<file path="config.mk">
export PLATFORM = sky130hd
export DESIGN_NAME = clk_tick_sched_flat
export DESIGN_NICKNAME = d
export VERILOG_FILES = /design/src/rtl/clk_tick_sched_if.sv /design/src/rtl/clk_tick_sched.sv /design/src/flat_wrapper.sv
export SDC_FILE = /design/constraint.sdc
export NUM_CORES = 1
export LEC_CHECK = 0
export CAP_MARGIN = 20
export CORE_MARGIN = 2
export CORE_UTILIZATION = 57
export CTS_BUF_LIST = sky130_fd_sc_hd__clkbuf_4
export CTS_CLUSTER_DIAMETER = 100
export DETAILED_ROUTE_END_ITERATION = 10
export PLACE_DENSITY = 0.78
export REMOVE_ABC_BUFFERS = 1
export SLEW_MARGIN = 20
export SYNTH_ARGS = -nofsm -noshare
export SYNTH_HDL_FRONTEND = slang
export SYNTH_SLANG_ARGS = --single-unit
</file>
<file path="constraint.sdc">
create_clock -name clk -period 3.37 [get_ports clk]
set_input_delay 1.011 -clock clk [delete_from_list [all_inputs] [get_ports clk]]
set_output_delay 1.011 -clock clk [all_outputs]
set_load 0.03 [all_outputs]
</file>
<file path="src/rtl/clk_tick_sched_if.sv">
// Divisor configuration port of clk_tick_sched.
// Handshake: a request transfers on a rising edge where cfg_valid and cfg_ready are both high.
// The master holds cfg_ch/cfg_div stable while cfg_valid is high. cfg_valid may not depend on cfg_ready.
// cfg_err is an unsolicited one-cycle pulse from the slave.
interface clk_tick_sched_if #(
  parameter int DIV_W = 16
) ();
  logic             cfg_valid;
  logic             cfg_ready;
  logic [1:0]       cfg_ch;
  logic [DIV_W-1:0] cfg_div;
  logic             cfg_err;

  modport master (output cfg_valid, cfg_ch, cfg_div, input cfg_ready, cfg_err);
  modport slave  (input cfg_valid, cfg_ch, cfg_div, output cfg_ready, cfg_err);
endinterface

</file>
<file path="src/rtl/clk_tick_sched.sv">
// Reset sequencer plus per-channel clock-enable tick generator.
// Each channel's divisor can be reprogrammed at runtime and switches only at that channel's wrap.
module clk_tick_sched #(
  parameter int NCH      = 3,
  parameter int DIV_W    = 16,
  parameter int RST_HOLD = 32,
  parameter int DEF_DIV  = 434
) (
  input  logic           clk,
  input  logic           rst,
  output logic           sys_rst_n,
  input  logic [NCH-1:0] ch_en,
  output logic [NCH-1:0] tick,
  output logic           busy,
  output logic [1:0]     dbg_state,
  clk_tick_sched_if.slave cfg
);

  localparam int HW = $clog2(RST_HOLD + 1);
  localparam logic [DIV_W-1:0] DEF = DIV_W'(DEF_DIV);

  typedef enum logic [1:0] {
    S_HOLD = 2'd0,
    S_RUN  = 2'd1,
    S_UPD  = 2'd2
  } state_t;

  state_t           state;
  logic [HW-1:0]    hold_cnt;
  logic [1:0]       req_ch;
  logic [DIV_W-1:0] req_div;
  logic             req_bad;
  logic             bad;
  logic             running;

  logic [DIV_W-1:0] cnt    [NCH];
  logic [DIV_W-1:0] div    [NCH];
  logic [DIV_W-1:0] shadow [NCH];
  logic [NCH-1:0]   pending;
  logic [NCH-1:0]   wrap;
  logic [NCH-1:0]   wr;

  assign bad       = ({30'd0, cfg.cfg_ch} >= 32'(NCH));
  assign running   = (state != S_HOLD);
  assign busy      = |pending;
  assign dbg_state = state;

  // Control FSM: reset hold, then accept one config request per two cycles.
  always_ff @(posedge clk) begin
    if (!rst) begin
      state         <= S_HOLD;
      hold_cnt      <= '0;
      sys_rst_n     <= 1'b0;
      cfg.cfg_ready <= 1'b0;
      cfg.cfg_err   <= 1'b0;
      req_ch        <= '0;
      req_div       <= DEF;
      req_bad       <= 1'b0;
    end else begin
      cfg.cfg_err <= 1'b0;
      case (state)
        S_HOLD: begin
          if (hold_cnt == HW'(RST_HOLD - 1)) begin
            state         <= S_RUN;
            sys_rst_n     <= 1'b1;
            cfg.cfg_ready <= 1'b1;
          end else begin
            hold_cnt <= hold_cnt + HW'(1);
          end
        end
        S_RUN: begin
          if (cfg.cfg_valid && cfg.cfg_ready) begin
            req_ch        <= cfg.cfg_ch;
            req_div       <= (cfg.cfg_div < DIV_W'(2)) ? DIV_W'(2) : cfg.cfg_div;
            req_bad       <= bad;
            cfg.cfg_err   <= bad;
            cfg.cfg_ready <= 1'b0;
            state         <= S_UPD;
          end
        end
        S_UPD: begin
          state         <= S_RUN;
          cfg.cfg_ready <= 1'b1;
        end
        default: state <= S_HOLD;
      endcase
    end
  end

  always_comb begin
    wrap = '0;
    wr   = '0;
    for (int i = 0; i < NCH; i++) begin
      wrap[i] = ch_en[i] && (cnt[i] == div[i] - DIV_W'(1));
      wr[i]   = (state == S_UPD) && !req_bad && (req_ch == 2'(i));
    end
  end

  // Channel counters. A pending divisor only lands when the counter is at 0 next cycle,
  // so no period is ever truncated or stretched.
  always_ff @(posedge clk) begin
    if (!rst) begin
      for (int i = 0; i < NCH; i++) begin
        cnt[i]    <= '0;
        div[i]    <= DEF;
        shadow[i] <= DEF;
      end
      pending <= '0;
      tick    <= '0;
    end else if (running) begin
      for (int i = 0; i < NCH; i++) begin
        if (ch_en[i]) begin
          cnt[i]  <= wrap[i] ? '0 : cnt[i] + DIV_W'(1);
          tick[i] <= wrap[i];
        end else begin
          cnt[i]  <= '0;
          tick[i] <= 1'b0;
        end
        if (pending[i] && (wrap[i] || !ch_en[i])) begin
          div[i]     <= shadow[i];
          pending[i] <= 1'b0;
        end
        // A fresh write landing on the wrap edge stays pending for the next wrap.
        if (wr[i]) begin
          shadow[i]  <= req_div;
          pending[i] <= 1'b1;
        end
      end
    end
  end

endmodule

</file>
<file path="src/flat_wrapper.sv">
// flat-port wrapper written by rule: the top's interface ports become plain ports
module clk_tick_sched_flat 
#(
  parameter int NCH      = 3,
  parameter int DIV_W    = 16,
  parameter int RST_HOLD = 32,
  parameter int DEF_DIV  = 434
)
  (clk, rst, sys_rst_n, ch_en, tick, busy, dbg_state, cfg_cfg_valid, cfg_cfg_ch, cfg_cfg_div, cfg_cfg_ready, cfg_cfg_err);
  clk_tick_sched_if #(.DIV_W(DIV_W)) cfg_i ();
  input  logic clk;
  input  logic rst;
  output logic sys_rst_n;
  input  logic [NCH-1:0] ch_en;
  output logic [NCH-1:0] tick;
  output logic busy;
  output logic [1:0] dbg_state;
  input wire logic [$bits(cfg_i.cfg_valid)-1:0] cfg_cfg_valid;
  input wire logic [$bits(cfg_i.cfg_ch)-1:0] cfg_cfg_ch;
  input wire logic [$bits(cfg_i.cfg_div)-1:0] cfg_cfg_div;
  output wire logic [$bits(cfg_i.cfg_ready)-1:0] cfg_cfg_ready;
  output wire logic [$bits(cfg_i.cfg_err)-1:0] cfg_cfg_err;
  assign cfg_i.cfg_valid = cfg_cfg_valid;
  assign cfg_i.cfg_ch = cfg_cfg_ch;
  assign cfg_i.cfg_div = cfg_cfg_div;
  assign cfg_cfg_ready = cfg_i.cfg_ready;
  assign cfg_cfg_err = cfg_i.cfg_err;
  clk_tick_sched #(.NCH(NCH), .DIV_W(DIV_W), .RST_HOLD(RST_HOLD), .DEF_DIV(DEF_DIV)) u_core (.clk(clk), .rst(rst), .sys_rst_n(sys_rst_n), .ch_en(ch_en), .tick(tick), .busy(busy), .dbg_state(dbg_state), .cfg(cfg_i));
endmodule
</file>
After elaboration in Yosys (flattened, before gate mapping)

Memory sizes are Yosys's and may differ from the RTL's.
Index checks and enable logic that the tools add are counted.

Memories kept: 3
Bits in writable memories: 144
Input port bits: 24
Output and inout port bits: 9
Flip-flop bits (word level): 36

Reduce and logical (&&, ||, !) cells: 35
$add $sub $neg: 7
$lt $le $gt $ge: 2
Bitwise gates (word level): 13
Mux-type cells: 80
Equality and inequality tests: 10

Memories:

| memory        | words | bits a word | read ports | clocked after memory_dff | write ports | RTL line             | text |
|---|---|---|---|---|---|---|---|
| u_core.cnt    | 3     | 16          | 3          | 0                        | 3           | clk_tick_sched.sv:36 | `logic [DIV_W-1:0] cnt [NCH];` |
| u_core.div    | 3     | 16          | 3          | 0                        | 3           | clk_tick_sched.sv:37 | `logic [DIV_W-1:0] div [NCH];` |
| u_core.shadow | 3     | 16          | 3          | 0                        | 3           | clk_tick_sched.sv:38 | `logic [DIV_W-1:0] shadow [NCH];` |

Operators by type and width:

| operator                                                                       | count |
|---|---|
| 16-bit 2-to-1 mux                                                              | 16 |
| 1-bit 2-to-1 mux                                                               | 60 |
| 16-bit by 1-bit adder with 16-bit output (second input constant)               | 3 |
| 16-bit equality test                                                           | 3 |
| 16-bit by 1-bit subtractor with 16-bit output (second input constant)          | 3 |
| 16-bit by 2-bit less-than comparator with 1-bit output (second input constant) | 1 |
| 2-bit AND reduction                                                            | 7 |
| 1-bit OR                                                                       | 12 |
| 1-bit logical AND                                                              | 11 |
| 2-bit nonzero test                                                             | 4 |
| 6-bit by 1-bit adder with 6-bit output (second input constant)                 | 1 |
| 6-bit by 5-bit equality test with 1-bit output (second input constant)         | 1 |
| 2-bit one-hot mux with 3 select lines                                          | 1 |
| 3-bit AND reduction                                                            | 2 |
| 2-bit by 1-bit equality test with 1-bit output (second input constant)         | 2 |
| 2-bit equality test (second input constant)                                    | 2 |
| 1-bit zero test                                                                | 4 |
| 2-bit zero test                                                                | 2 |
| 2-bit 2-to-1 mux                                                               | 2 |
| 2-bit by 1-bit inequality test with 1-bit output (second input constant)       | 2 |
| 1-bit logical OR                                                               | 3 |
| 1-bit one-hot mux with 3 select lines                                          | 1 |
| 3-bit nonzero test                                                             | 1 |
| 3-bit OR reduction                                                             | 1 |
| other kinds (2)                                                                | 2 |

Depth between registers and ports, before layout

Depth in word-level cells: 10
Gate-level depth with buffers: 13
Gate-level depth less buffers: 10

Least setup slack after synthesis

Ideal clock, no wire load.

Path type: register to register
From: mem u_core.div[1][2] (netlist: u_core.div[0][18])
To: mem u_core.div[1][0] (netlist: u_core.div[0][16]), enable pin
Stages on the path, launching flop included: 9
Buffers on the path: 0
Data required time: 2998 ps
Path slack: 206 ps
Arrival: 2792 ps
Library setup time: 372 ps
Path through: edfxtp_1 > or3_1 > nor3_1 > xnor2_1 > mux2i_1 > or4b_4 > o31ai_2 > nand3_1 > nand2_1

RTL lines:

| element            | RTL line |
|---|---|
| start: declaration | clk_tick_sched.sv:37 |

==> metrics.txt <==
largest net degree at the start of global routing 38; core area 15260 µm²; Slew Limit Fails 0; unrepaired setup endpoints after global routing no; Setup TNS 0 ps; via count 6568; H-tree levels 4; post-route ant nets 0; skew final 14.41 ps; Worst VDD drop 0.3241 mV; vias in the first global route 6198; number of synthesized flops with an enable pin 128; die height 129.4 µm; final hold vios 0; # DRC 0; utilization after layout 66.87%; per-cell routed wire length 16.20 µm; HPWL after DPL 13350 µm; Min Clock Period, post-route 3227 ps; Post-synth ARST share 0%; NetSw 0.0009676 W; first-pass GRT wire length 30590 µm; Hold Crit Class reg2reg; Tot GR Track Use 23.49%; CTS tree built; site row count 45; Synth Flop Type edfxtp_1; CP Max Fanout 11; synthesized flop and latch total 180; initial antenna violation count 1; Comb power frac 7.5%; Initial Util 58.72%; Die Width 129.4 µm; IO Port Bufs 32; Gate Count Post-Synth 861; wirelength, routed 18760 µm; P_int 0.002936 W; Worst Path Arrival 3550 ps; kind of critical path reg2reg; CP Launch Type flop; share of layout cells above drive strength 1 11.42%; Final nets 964; relative slew slack 52.26%; # IOs 33; CP required 3700 ps; crit end category flop; Initial DRT Pass Iterations 5; Setup violations, final 0; Overflow after GRT 0; PD cells 382.5 nW/µm²; Achievable Freq 309.9 MHz; Post-Syn Area 8960 µm²; switch share 24.79%; Die ar. 16740 µm²; Longest Clk Path Bufs 2; final worst path period share 95.74%; fill count 1158; clock sinks 180; Vias/cell 5.672; CTS Hold Bufs 0; Slew @ Worst Pin 716.2 ps; CTS clk-pin slew, worst paths 150 ps; worst skew pair latency 570 ps; Clock power frac 29.1%; detailed router's first-iteration violation count 491; status completed; Seq pwr share 63.4%; Netlist cell types 67; Final GP Congestion 0.8976; Layout area overhead 13.88%; Yosys warning total 0; multi-input logic area 3885 µm²; Leakage Power 3.557 nW; CTS buffer count 17; sequential share of the synthesized area 54.52%; CTS Root Cell clkbuf_4; number of max-cap violations 0; syn avg cell area 10.41 µm²; storage element area 4885 µm²
[cell families after synthesis]
group	after synthesis	share of synthesized area, %
buffers and inverters	62	2.877
muxes	5	0.5586
DFF	180	54.52
xor gates and xnor gates	95	9.286
AOI/OAI and AO/OA	99	8.127
adders and majority gates	7	0.9775
and+or+nand+nor	413	23.66
[power groups by stage]
| stage | Combinational, W | Sequential [W] | Clock, W |
|---|---|---|---|
| global route | 0.000323 | 0.00248 | 0.00123 |
| global placement | 0.000276 | 0.00252 | 0 |
| CTS | 0.000286 | 0.00247 | 0.00115 |
| detailed placement | 0.000283 | 0.00252 | 0 |
| floorplan | 0.000163 | 0.00251 | 0 |
| finish | 0.000294 | 0.00247 | 0.00114 |
[layout by cell type, fill, tap and decap left out, types with 6 or more instances in the layout]
master,netlist,layout
nand4_1,14,14
a21o_1,10,10
buf_12,0,6
a21boi_0,10,10
nand3_1,47,47
a22o_1,8,8
buf_4,0,51
and2_1,24,23
clkinv_2,0,6
dfxtp_1,52,52
nand2b_1,8,8
nor4_1,12,11
and3_1,20,20
o21ai_0,23,23
xnor2_1,56,56
ha_1,7,7
a21oi_1,11,11
clkbuf_4,0,17
nor2b_1,9,9
nor3b_1,12,12
clkdlybuf4s50_1,0,32
nor3_1,21,21
nor2_1,99,99
or3_1,20,19
nand2_1,98,98
edfxtp_1,128,128
xor2_1,39,39
inv_1,23,23
[cell type report]
| class | instances | area share [%] |
|---|---|---|
| tap | 211 | 2.587 |
| antenna | 1 | 0.02452 |
| clock inverter | 15 | 1.239 |
| sequential | 180 | 47.87 |
| inverter | 24 | 0.8829 |
| multi-input combinational | 621 | 38.07 |
| clock buffer | 17 | 1.251 |
| timing repair buffer | 89 | 8.069 |
[worst max-delay path, cell delays in order (launching register included)]
cell and delay [ps]:
edfxtp_1 460, or4_4 610, or4_1 550, o311ai_1 100
o22ai_1 190, o41ai_4 350, and2_4 250, a221oi_2 100
or3_1 360
[registers in the layout, summed over array words and instances, names as in the netlist]
signal / flops
u_core.cnt: 48
u_core.div: 48
u_core.req_div: 16
u_core.tick: 3
u_core.shadow: 48
u_core.pending: 3
u_core.cfg.cfg_err: 1
u_core.cfg.cfg_ready: 1
u_core.hold_cnt: 6
u_core.dbg_state: 2
u_core.sys_rst_n: 1
u_core.req_bad: 1
u_core.req_ch: 2
[metrics by stage]
step	hold WS [ps]	total power [W]	setup slack, ps	cells	instance area (µm²)
floorplan	429.5	0.002676	-704.8	823	8792
global placement	439.9	0.002797	89.19	1118	9853
detailed placement	448.5	0.002806	-35.63	1118	9853
CTS	468.7	0.003912	58.43	1151	10130
global route	487.4	0.004040	11.88	1158	10200
finish	466.1	0.003903	143.4	1158	10200
[path summary, 6_finish.rpt]
kind,start,endpoint,slack [ps],cells after the start
max reg2reg,u_core.div[0][33],u_core.div[0][36],140,8
max,u_core.div[0][33],u_core.div[0][36],140,8
min,u_core.tick[1],u_core.tick[1],470,2
min reg2reg,u_core.tick[1],u_core.tick[1],470,2
[cells in the mapped netlist (3+ instances only)]
cell | number | area, µm²
a22o_1 | 8 | 70.07
buf_2 | 13 | 65.06
o22ai_1 | 3 | 18.77
o21ai_0 | 23 | 115.1
clkbuf_1 | 22 | 82.58
nand4b_1 | 5 | 43.79
a31oi_1 | 4 | 25.02
xor2_1 | 39 | 341.6
and3_1 | 20 | 125.1
nor2b_1 | 9 | 56.30
nand4_1 | 14 | 87.58
edfxtp_1 | 128 | 3844
a21boi_0 | 10 | 75.07
o211ai_1 | 3 | 22.52
nor4_1 | 12 | 75.07
a21o_1 | 10 | 75.07
nand3_1 | 47 | 235.2
nor2_1 | 99 | 371.6
mux2i_1 | 5 | 50.05
nor3_1 | 21 | 105.1
nand3b_1 | 5 | 37.54
ha_1 | 7 | 87.58
a311o_1 | 3 | 30.03
dfxtp_1 | 52 | 1041
nor3b_1 | 12 | 90.09
or3_1 | 20 | 125.1
or4_1 | 6 | 45.04
a21oi_1 | 11 | 55.05
xnor2_1 | 56 | 490.5
nand2b_1 | 8 | 50.05
inv_1 | 23 | 86.33
nand2_1 | 98 | 367.9
and2_1 | 24 | 150.1
[metal layers]
| metal | vias to the layer above | global-route usage [%] | part of all wire (%) |
|---|---|---|---|
| li1 | 3229 | - | - |
| met4 | 0 | 8.184 | 1.5 |
| met2 | 231 | 37.74 | 48 |
| met1 | 3079 | 32.45 | 45 |
| met5 | - | 0 | 0 |
| met3 | 29 | 4.170 | 5.9 |
[what timing repair did]
action,in CTS,in global routing
endpoints found under the setup margin,29,60
gates cloned,1,1
buffers inserted,0,5
resized for setup,1,5
hold endpoints to repair,0,0
Power figures use the tool's default switching activity.
